## config.mk

```make
export PLATFORM = sky130hd
export DESIGN_NAME = fp_div_arbiter
export DESIGN_NICKNAME = d
export VERILOG_FILES = /design/src/rtl/fp_div_arbiter.sv
export SDC_FILE = /design/constraint.sdc
export NUM_CORES = 1
export LEC_CHECK = 0
export ABC_AREA = 1
export CAP_MARGIN = 20
export CORE_AREA = 2 2 159 161
export DETAILED_ROUTE_END_ITERATION = 6
export DIE_AREA = 0 0 161 163
export DONT_BUFFER_PORTS = 1
export PLACE_DENSITY = 0.47
export RECOVER_POWER = 50
export SLEW_MARGIN = 20
export SYNTH_ARGS = -nofsm -noshare
export SYNTH_HDL_FRONTEND = slang
export SYNTH_SLANG_ARGS = --single-unit
```

## constraint.sdc

```tcl
create_clock -name clk -period 10.7 [get_ports clk]
set_input_delay 3.21 -clock clk [delete_from_list [all_inputs] [get_ports clk]]
set_output_delay 3.21 -clock clk [all_outputs]
set_load 0.02 [all_outputs]
```

## src/rtl/fp_div_arbiter.sv

```systemverilog
`default_nettype none
// ============================================================================
// Module      : fp_div_arbiter
// Description : Round-robin arbiter/sequencer sharing one FP32 divider between
//               NUM_REQ requesters. Captures the winner's operands, pulses the
//               divider enable once, holds the operands for the whole divide
//               and routes Result/NaN back as a one-cycle response pulse.
//               Optional watchdog abort: define FP_DIV_ARB_TIMEOUT_EN.
// Revision    : 1.0 - initial release
// ============================================================================
module fp_div_arbiter #(
  parameter int NUM_REQ     = 4,
  parameter int ID_W        = 2,
  parameter int TIMEOUT_CYC = 64
) (
  input  logic                  clk,
  input  logic                  reset,
  input  logic [NUM_REQ-1:0]    req,
  input  logic [NUM_REQ*32-1:0] req_a,
  input  logic [NUM_REQ*32-1:0] req_b,
  output logic [NUM_REQ-1:0]    gnt,
  output logic [NUM_REQ-1:0]    rsp_valid,
  output logic [31:0]           rsp_result,
  output logic                  rsp_nan,
  output logic                  rsp_timeout,
  output logic                  busy,
  output logic                  div_en,
  output logic [31:0]           div_a,
  output logic [31:0]           div_b,
  input  logic [31:0]           div_result,
  input  logic                  div_ready,
  input  logic                  div_nan
);

  typedef enum logic [1:0] {
    S_IDLE  = 2'd0,
    S_ISSUE = 2'd1,
    S_WAIT  = 2'd2,
    S_RESP  = 2'd3
  } state_t;

  state_t          r_state;
  logic [ID_W-1:0] r_rr_ptr;
  logic [ID_W-1:0] r_owner;
  logic [ID_W-1:0] w_win;
  logic [ID_W-1:0] w_ptr_nxt;
  logic            w_any;
  logic            w_done;
  logic [ID_W:0]   w_sum [NUM_REQ];
  logic [ID_W-1:0] w_idx [NUM_REQ];

`ifdef FP_DIV_ARB_TIMEOUT_EN
  localparam int          CNT_W  = $clog2(TIMEOUT_CYC + 1);
  localparam logic [31:0] C_QNAN = 32'h7FC0_0000;
  logic [CNT_W-1:0] r_wd_cnt;
`else
  assign rsp_timeout = 1'b0;
`endif

  // Elaboration-time guard against unsupported parameter combinations
  generate
    if (NUM_REQ < 2 || NUM_REQ > 8 || ID_W != $clog2(NUM_REQ) || TIMEOUT_CYC < 1) begin : g_param_check
      $error("fp_div_arbiter: illegal parameter set");
    end
  endgenerate

  // Search order table: entry k is requester (rr_ptr + k) mod NUM_REQ
  generate
    for (genvar k = 0; k < NUM_REQ; k++) begin : g_idx
      assign w_sum[k] = {1'b0, r_rr_ptr} + (ID_W+1)'(k);
      assign w_idx[k] = (w_sum[k] >= (ID_W+1)'(NUM_REQ)) ?
                        ID_W'(w_sum[k] - (ID_W+1)'(NUM_REQ)) : w_sum[k][ID_W-1:0];
    end
  endgenerate

  // Pick the first requesting index at or after rr_ptr (lowest offset wins)
  always_comb begin
    w_any = |req;
    w_win = '0;
    for (int k = NUM_REQ - 1; k >= 0; k--) begin
      if (req[w_idx[k]]) begin
        w_win = w_idx[k];
      end
    end
  end

  assign w_ptr_nxt = (w_win == ID_W'(NUM_REQ - 1)) ? '0 : w_win + ID_W'(1);
  assign w_done    = div_ready | div_nan;

  // Sequencer: grant, issue, wait for the divider, respond; all outputs registered
  always_ff @(posedge clk or posedge reset) begin
    if (reset) begin
      r_state    <= S_IDLE;
      r_rr_ptr   <= '0;
      r_owner    <= '0;
      gnt        <= '0;
      rsp_valid  <= '0;
      rsp_result <= '0;
      rsp_nan    <= 1'b0;
      busy       <= 1'b0;
      div_en     <= 1'b0;
      div_a      <= '0;
      div_b      <= '0;
`ifdef FP_DIV_ARB_TIMEOUT_EN
      r_wd_cnt    <= '0;
      rsp_timeout <= 1'b0;
`endif
    end else begin
      gnt       <= '0;
      rsp_valid <= '0;
      div_en    <= 1'b0;
      case (r_state)
        S_IDLE: begin
          // busy stays high through the response cycle, drops here if nothing follows
          if (w_any) begin
            gnt[w_win] <= 1'b1;
            div_a      <= req_a[32*w_win +: 32];
            div_b      <= req_b[32*w_win +: 32];
            r_owner    <= w_win;
            r_rr_ptr   <= w_ptr_nxt;
            busy       <= 1'b1;
            r_state    <= S_ISSUE;
          end else begin
            busy <= 1'b0;
          end
        end
        S_ISSUE: begin
          div_en  <= 1'b1;
`ifdef FP_DIV_ARB_TIMEOUT_EN
          r_wd_cnt <= '0;
`endif
          r_state <= S_WAIT;
        end
        S_WAIT: begin
          // Completion takes priority over a watchdog expiry in the same cycle
          if (w_done) begin
            rsp_result <= div_result;
            rsp_nan    <= div_nan;
`ifdef FP_DIV_ARB_TIMEOUT_EN
            rsp_timeout <= 1'b0;
`endif
            r_state    <= S_RESP;
          end
`ifdef FP_DIV_ARB_TIMEOUT_EN
          else if (r_wd_cnt == CNT_W'(TIMEOUT_CYC)) begin
            rsp_result  <= C_QNAN;
            rsp_nan     <= 1'b1;
            rsp_timeout <= 1'b1;
            r_state     <= S_RESP;
          end else begin
            r_wd_cnt <= r_wd_cnt + CNT_W'(1);
          end
`endif
        end
        S_RESP: begin
          // Always return to IDLE so the divider sees a gap before the next enable
          rsp_valid[r_owner] <= 1'b1;
          r_state            <= S_IDLE;
        end
        default: begin
          r_state <= S_IDLE;
        end
      endcase
    end
  end

endmodule
`default_nettype wire
```

==> results.md, run 1 <==
- Failing checks: capacitance limit, slew limit
- Initial DRT Pass Iterations: 5
- Post-synthesis sequential area ratio: 0.366
- Initial antenna violation count: 0
- Hold_sp: r_owner[1]
- Synthesis Warnings: 0
- Primary FF master, synth: dfrtp_1
- CP cell instances: inv_1 -> nand2_1 -> nand3_1 -> nand2_1 -> inv_2 -> nand3_4 -> nand2_4 -> buf_4 -> ha_1 -> nand2_1 -> o21ai_0
- Simple-gate portion of the synthesized area: 0.431
- Die W: 161 microns
- Sequential Power Share: 0.307
- Yosys cell types: 22
- Ys async rst share: 1.00
- Worst-Skew Late Latency: 410 ps
- Hold slack final: 466 ps
- Placed insts: 1537
- Crit path required time: 10940 ps
- Max cap viols: 2
- Initial Utilization: 0.313
- CP max-delay cell: buf_4
- XOR/XNOR Fraction of Synth Area: 0
- Total net switching power: 1.85 mW
- Average footprint of a synthesized cell: 6.05 sq um
- R2R cell count: 10
- Total wire length: 25800 microns
- R2r endpoint: r_rr_ptr[1]
- GRT overflow: 0
- Placed Area: 0.00784 sq mm
- GRT Max-Usage Layer: met2
- Setup_tns: 0 ps
- CTS Sinks: 113
- Detail Route Antenna Nets: 0
- Fmax achieved: 172 MHz
- Tightest Pin Transition: 2190 ps
- Worst Hold Path Cells: 1
- Clk_skew: 14.4 ps
- #FFs+latches synth: 113
- Final Worst Setup Slack: 4880 ps
- Worst min path class: reg2reg
- Final instance area: 0.00843 sq mm
- Post-synth top area share: 0.366
- Reg area: 0.00283 sq mm
- Logic gate share of total power: 0.520
- CTS tree: built
- Largest family of logic cells by synthesized area: simple AND/OR/NAND/NOR gates
- Count leader, synth: nand2_1
- Vias: 7480
- Tot Pwr: 3.39 mW
- Std cell rows: 58
- Adder-cell share of the synthesized area: 0.00810
- 1st-iter DRT viols: 357
- PostCTS Resize Cnt: 0
- Run status: finished with violations
- Sw Ratio: 0.546
- DR vias/cell: 4.77
- R2R Path Start: r_rr_ptr[0]
- Synth area leader: dfrtp_1
- Hold Vio Cnt, Final: 0
- Crit path DAT: 6060 ps
- Drt wl/cell: 16.5 microns
- CTS buffer count: 17
- Area Growth Syn to Fin: 9.14%
- Deepest clock path buffer count: 2
- Final net count: 1527
- Post-Layout Cell Count: 1568
- Crit Path Max Fanout: 82
- Antenna Cells: 0
- GR Util met2: 0.339
- Crit path top cell by count: nand2_1
- # hold bufs at CTS: 0
- GR Util met3: 0.0530
- Worst hold path endpoint: rsp_valid[0]
- Syn Nets: 1577
- Leak: 5.27 nW
- Root Driver: clkbuf_16
- Slew margin rel.: -0.470
- Gpl congestion: 0.810
- CP Capture Type: flip-flop
- P_int: 1.54 mW
- IO Port Bufs: 0
- Peak supply drop: 0.176 mV
- CP Launch Type: input port
- Critical path type: in2reg
- R2r setup slk: 7080 ps
- Vias in the first global route: 7330
- Final min period: 5820 ps
- Multi-input gate area: 0.00349 sq mm
- Synth area leaders: dfrtp_1 37%, nand2_1 25%, nand3_1 17%
- Clk slew on worst S/H paths: 60 ps
- All-Layer GR Usage: 0.196
- Die Ht: 163 microns
- Fin. max-slew vios: 84
- # IOs: 404
- Period utilization: 0.543
- Gate Count Post-Synth: 1276
- Core Area: 0.0247 sq mm
- Post-CTS setup buffers: 0
- Dpl ws: 4490 ps
- Most common library cells after synthesis: 514 x nand2_1, 272 x inv_1, 264 x nand3_1
- # DRC: 0
- Hpwl dp: 17900 microns
- Fin util: 0.341
- Global-route wire length before repair: 40000 microns
- Largest net degree at the start of global routing: 85
- Pwr dens: 403 mW/mm^2
- Total die area: 0.0262 sq mm
- Compound-Gate Fraction of Synth Area: 0.00697
- Met1 Usage GRT: 0.234
- Proportion of synthesized area in mux cells: 0
- Layout cells sized above 1: 0.0420
- Number of synthesized flops with an enable pin: 0
- Clock share of power: 0.173
- RSZ-0062 raised after global routing: false
- Filler instances: 2773
- Cell area after synthesis: 0.00772 sq mm
- H-tree depth: 4
- Final setup viols: 0
- CP max stage delay: 730 ps
[layer usage]
metal | vias to the layer above | wire length [microns]
met4 | 0 | 620
met2 | 309 | 12500
met3 | 35 | 1850
met5 | - | 0
met1 | 3457 | 10800
li1 | 3679 | -
[area by class of cell]
| class | count | area share |
|---|---|---|
| Sequential cell | 113 | 0.336 |
| Tap cell | 330 | 0.0490 |
| Multi-Input combinational cell | 808 | 0.414 |
| Clock inverter | 13 | 0.0193 |
| Clock buffer | 18 | 0.0509 |
| Timing Repair Buffer | 9 | 0.00757 |
| Inverter | 277 | 0.124 |
[power by group through the flow]
stage	logic [mW]	registers (mW)	clock network, mW
finish	1.77	1.04	0.586
global route	2.06	1.07	0.626
CTS	1.81	1.05	0.606
detailed placement	1.81	1.05	0
global placement	1.79	1.06	0
floorplan	1.47	0.973	0
[cells in the final DEF, fill, tap and decap left out, drive strengths merged, types with 3 or more instances in the layout]
cell,instances
a21oi,3
buf,8
bufinv,3
clkbuf,19
clkinv,5
clkinvlp,4
dfrtp,113
ha,5
inv,278
nand2,516
nand3,265
nor2,5
nor3,6
o21ai,3
[worst max-delay path by stage]
| stage | cells after the start | to | from | slack [ps] |
|---|---|---|---|---|
| after floorplan | 1 | busy | reset | 4500 |
| after global placement | 11 | r_rr_ptr[1] | req[3] | 4450 |
| after detailed placement | 11 | r_rr_ptr[1] | req[3] | 4490 |
| after CTS | 11 | r_rr_ptr[1] | req[1] | 4900 |
| after global routing | 11 | r_rr_ptr[1] | req[1] | 4580 |
| final | 11 | r_rr_ptr[1] | req[1] | 4880 |
[registers in the layout (all words and copies together), names as in the netlist]
register,count
busy,1
div_a,32
div_b,32
div_en,1
gnt,4
r_owner,2
r_rr_ptr,2
r_state,2
rsp_nan,1
rsp_result,32
rsp_valid,4
[worst max-delay path, delay by kind of cell]
family                   cells  cell delay, ps
AND/OR/NAND/NOR              6            1380
AO/OA/AOI/OAI                1             100
buffers and inverters        3             870
adder cells (fa/ha/maj)      1             380
[cells by family (layout without fill, tap and decap cells)]
logic type	after synthesis	after routing
adders and majority gates	5	5
DFF	113	113
and+or+nand+nor	793	793
other	1	1
AOI/OAI and AO/OA	9	9
buffers and inverters	355	317
No activity file was read; power rests on OpenSTA's default activity.
==> inputs of run 2 (changes only) <==
clock period = 5.95 ns   (was 10.7 ns; I/O delays follow)
==> results.md, run 2 (synthesis gave the netlist of run 1 again) <==
- Antenna Cells: 0
- Fmax achieved: 229 MHz
- Drt wl/cell: 16.3 microns
- 1st-iter DRT viols: 475
- Die W: 161 microns
- Vias in the first global route: 7100
- Total net switching power: 3.36 mW
- Crit Path Max Fanout: 57
- Run status: finished with violations
- Hold Vio Cnt, Final: 0
- Tightest Pin Transition: 2710 ps
- Initial DRT Pass Iterations: 5
- Pwr dens: 728 mW/mm^2
- All-Layer GR Usage: 0.193
- Worst min path class: reg2reg
- Max cap viols: 3
- Critical path type: in2async
- Std cell rows: 58
- P_int: 2.82 mW
- Failing checks: capacitance limit, slew limit
- Detail Route Antenna Nets: 0
- CP max-delay cell: clkinvlp_2
- Leak: 5.30 nW
- Deepest clock path buffer count: 2
- Filler instances: 2793
- # IOs: 404
- CTS tree: built
- Total wire length: 25600 microns
- Final Worst Setup Slack: 1580 ps
- Initial Utilization: 0.313
- Clk slew on worst S/H paths: 60 ps
- CP max stage delay: 1480 ps
- Die Ht: 163 microns
- Core Area: 0.0247 sq mm
- Post-CTS setup buffers: 0
- DR vias/cell: 4.75
- Fin util: 0.344
- Fin. max-slew vios: 94
- Biggest regs: div_a: 32 flops, div_b: 32 flops, rsp_result: 32 flops
- Worst Path Buf+Inv: 2
- Hpwl dp: 17800 microns
- CP Capture Type: async pin
- Total die area: 0.0262 sq mm
- Hold slack final: 468 ps
- GRT overflow: 0
- R2R cell count: 7
- CTS buffer count: 17
- Final setup viols: 0
- Vias: 7469
- Area Growth Syn to Fin: 9.84%
- Largest net degree at the start of global routing: 87
- Most frequent cells in the layout: 511 x nand2_1, 271 x inv_1, 263 x nand3_1
- Crit path required time: 6210 ps
- Tot Pwr: 6.17 mW
- Dpl ws: 1650 ps
- Final net count: 1529
- Logic gate share of total power: 0.517
- Period utilization: 0.734
- Crit path max-delay family: buffers and inverters
- R2r setup slk: 2570 ps
- Clock share of power: 0.180
- Crit. path cell count: 2
- CP Launch Type: input port
- IO Port Bufs: 0
- Initial antenna violation count: 0
- CTS Sinks: 113
- Clk_skew: 12.5 ps
- H-tree depth: 4
- Sw Ratio: 0.544
- Worst-Skew Late Latency: 420 ps
- # DRC: 0
- Sequential Power Share: 0.304
- Final min period: 4370 ps
- Worst Hold Path Cells: 1
- PostCTS Resize Cnt: 0
- Global-route wire length before repair: 39700 microns
- Setup_tns: 0 ps
- CP cell instances: clkinvlp_2 -> clkbuf_2
- Peak supply drop: 0.505 mV
- Slew margin rel.: -0.817
- Layout cells sized above 1: 0.0451
- Commonest non-fill, non-tap cell in the layout: nand2_1
- # hold bufs at CTS: 0
- Gpl congestion: 0.828
- Root Driver: clkbuf_16
- RSZ-0062 raised after global routing: false
- Crit path DAT: 4630 ps
[run 2: changes by cell type in the layout (fill, tap and decap cells not counted), moves of 2 or more]
cell,delta
clkinv_4,+2
clkbuf_8,+2
inv_6,+2
clkinv_2,-3
[run 2: per-stage QoR]
| stage | instance area, sq um | std cells |
|---|---|---|
| finish | 8480 | 1571 |
| global placement | 7870 | 1539 |
| floorplan | 7720 | 1276 |
| detailed placement | 7870 | 1539 |
| CTS | 8490 | 1571 |
| global route | 8480 | 1571 |
[run 2: power groups by stage]
stage	Combinational (mW)	Clock [mW]	Sequential (mW)
detailed placement	3.25	0	1.89
global route	3.71	1.18	1.92
finish	3.19	1.11	1.87
CTS	3.26	1.14	1.88
floorplan	2.65	0	1.75
global placement	3.23	0	1.90
[run 2: layer usage]
metal / vias to the layer above / global-route usage / part of all wire
met5: - / 0 / 0
met4: 0 / 0.0633 / 0.020
met3: 24 / 0.0568 / 0.083
met2: 308 / 0.324 / 0.48
met1: 3440 / 0.239 / 0.42
li1: 3697 / - / -
[run 2: path summary, 6_finish.rpt]
kind,from,end
min reg2reg,r_owner[1],rsp_valid[0]
max in group clk,div_nan,rsp_result[25]
max,reset,div_a[16]
min,r_owner[1],rsp_valid[0]
max reg2reg,r_state[0],rsp_result[25]
min in group asynchronous,reset,rsp_result[17]
[run 2: final cells by class]
cell class	count	area [sq um]	area share
well taps	330	413	0.0487
clock buffers	19	453	0.0534
clock inverters	13	175	0.0207
flip-flops and latches	113	2830	0.333
repair buffers	11	76.3	0.00900
inverters	277	1040	0.123
multi-input cells	808	3490	0.412
==> inputs of run 3 (changes only) <==
CORE_AREA = 2 2 157 159   (was 2 2 159 161)
DIE_AREA = 0 0 159 161   (was 0 0 161 163)
PLACE_DENSITY = 0.5   (was 0.47)
clock period = 3.6 ns   (was 5.95 ns; I/O delays follow)
==> results.md, run 3 (synthesis gave the netlist of run 1 again) <==
- Run status: finished with violations
- Failing checks: capacitance limit, slew limit
- H-tree depth: 4
- Vias: 7503
- RSZ-0062 raised after global routing: false
- Pwr dens: 1210 mW/mm^2
- PostCTS Resize Cnt: 0
- Total wire length: 25000 microns
- GRT overflow: 0
- CP Launch Type: flip-flop
- Hold slack final: 473 ps
- CTS tree: built
- Highest routed layer: met4
- Crit Path Max Fanout: 39
- Max cap viols: 1
- Worst Hold Path Cells: 1
- IO Port Bufs: 0
- CTS buffer count: 17
- Largest net degree at the start of global routing: 79
- Crit path DAT: 2850 ps
- Post-Layout Cell Count: 1575
- Area Growth Syn to Fin: 11.5%
- Final setup viols: 0
- Met1 wire length: 10500 microns
- Final min period: 2510 ps
- Vias in the first global route: 7154
- Crit path required time: 3940 ps
- Metal3 WL: 2030 microns
- Gpl congestion: 0.823
- 1st-iter DRT viols: 433
- Die W: 159 microns
- Final net count: 1536
- # IOs: 404
- Clk_skew: 8.54 ps
- Biggest regs: div_a: 32 flops, div_b: 32 flops, rsp_result: 32 flops
- Post-CTS setup buffers: 0
- Leak: 5.35 nW
- Die Ht: 161 microns
- Critical path type: reg2reg
- Std cell rows: 57
- Most frequent cells in the layout: 511 x nand2_1, 271 x inv_1, 263 x nand3_1
- CP Capture Type: flip-flop
- Drt wl/cell: 15.9 microns
- R2R cell count: 15
- DR vias/cell: 4.76
- Wire length on met2: 11900 microns
- Core Area: 0.0240 sq mm
- Hold Vio Cnt, Final: 0
- Global-route wire length before repair: 39200 microns
- Commonest non-fill, non-tap cell in the layout: nand2_1
- Fin util: 0.359
- Worst min path class: reg2reg
- # hold bufs at CTS: 0
- # DRC: 0
- Root Driver: clkbuf_16
- Total die area: 0.0256 sq mm
- Layout cells sized above 1: 0.0489
- Deepest clock path buffer count: 2
- Tightest Pin Transition: 1600 ps
- Placed insts: 1540
- Initial Utilization: 0.322
- Detail Route Antenna Nets: 0
- Setup_tns: 0 ps
- CTS Sinks: 113
- Hpwl dp: 18300 microns
- Fmax achieved: 399 MHz
- Clk slew on worst S/H paths: 60 ps
- Tot Pwr: 10.4 mW
- Period utilization: 0.697
- All-Layer GR Usage: 0.193
- Fin. max-slew vios: 35
- Peak supply drop: 0.747 mV
- Slew margin rel.: -0.0663
- Initial antenna violation count: 3
- Initial DRT Pass Iterations: 4
- Worst-Skew Late Latency: 410 ps
[run 3: cell count changes in the layout (fill, tap and decap cells not counted), sizes merged]
cell,delta
buf,+7
inv,-1
clkinv,+1
diode,+3
bufinv,+1
clkbuf,-1
[run 3: through the flow]
step	setup slack (ps)	area, sq um
global placement	664	7980
detailed placement	648	7980
floorplan	1150	7720
finish	1090	8610
global route	845	8600
CTS	1090	8610
[run 3: cell type report]
type / instances / area (sq um)
clock inverter: 14 / 205
clock buffer: 18 / 429
timing repair buffer: 18 / 203
sequential: 113 / 2830
antenna: 3 / 7.51
inverter: 277 / 1040
fill: 2704 / 15400
multi-input combinational: 808 / 3490
tap: 324 / 405
[run 3: worst paths after layout]
path,slack (ps),endpoint,start
max,1090,div_a[25],r_rr_ptr[0]
min,470,rsp_valid[1],r_owner[1]
max reg2reg,1090,div_a[25],r_rr_ptr[0]
min reg2reg,470,rsp_valid[1],r_owner[1]
max in group asynchronous,1770,div_a[10],reset
min in group asynchronous,880,rsp_result[23],reset
[run 3: power by group]
group / switching [mW] / internal, mW
clock: 0.666 / 1.17
combinational: 3.65 / 1.77
sequential: 1.22 / 1.89
total: 5.54 / 4.83
[run 3: critical path, stage by stage, from the launching register on]
cell and delay (ps):
dfrtp_1 610, inv_4 100, nand2_1 80, nand2_1 80
nand2_1 100, nand2_1 50, inv_1 40, nand3_1 70
nand2_1 60, nand2_1 60, nand2_2 260, buf_4 460
nand3_1 210, nand2_1 100, nand2_1 50, nand2_1 70
[run 3: metal layers]
layer | track usage | vias up
met5 | 0 | -
met4 | 0.0624 | 0
met3 | 0.0639 | 29
met2 | 0.317 | 313
met1 | 0.241 | 3448
li1 | - | 3713
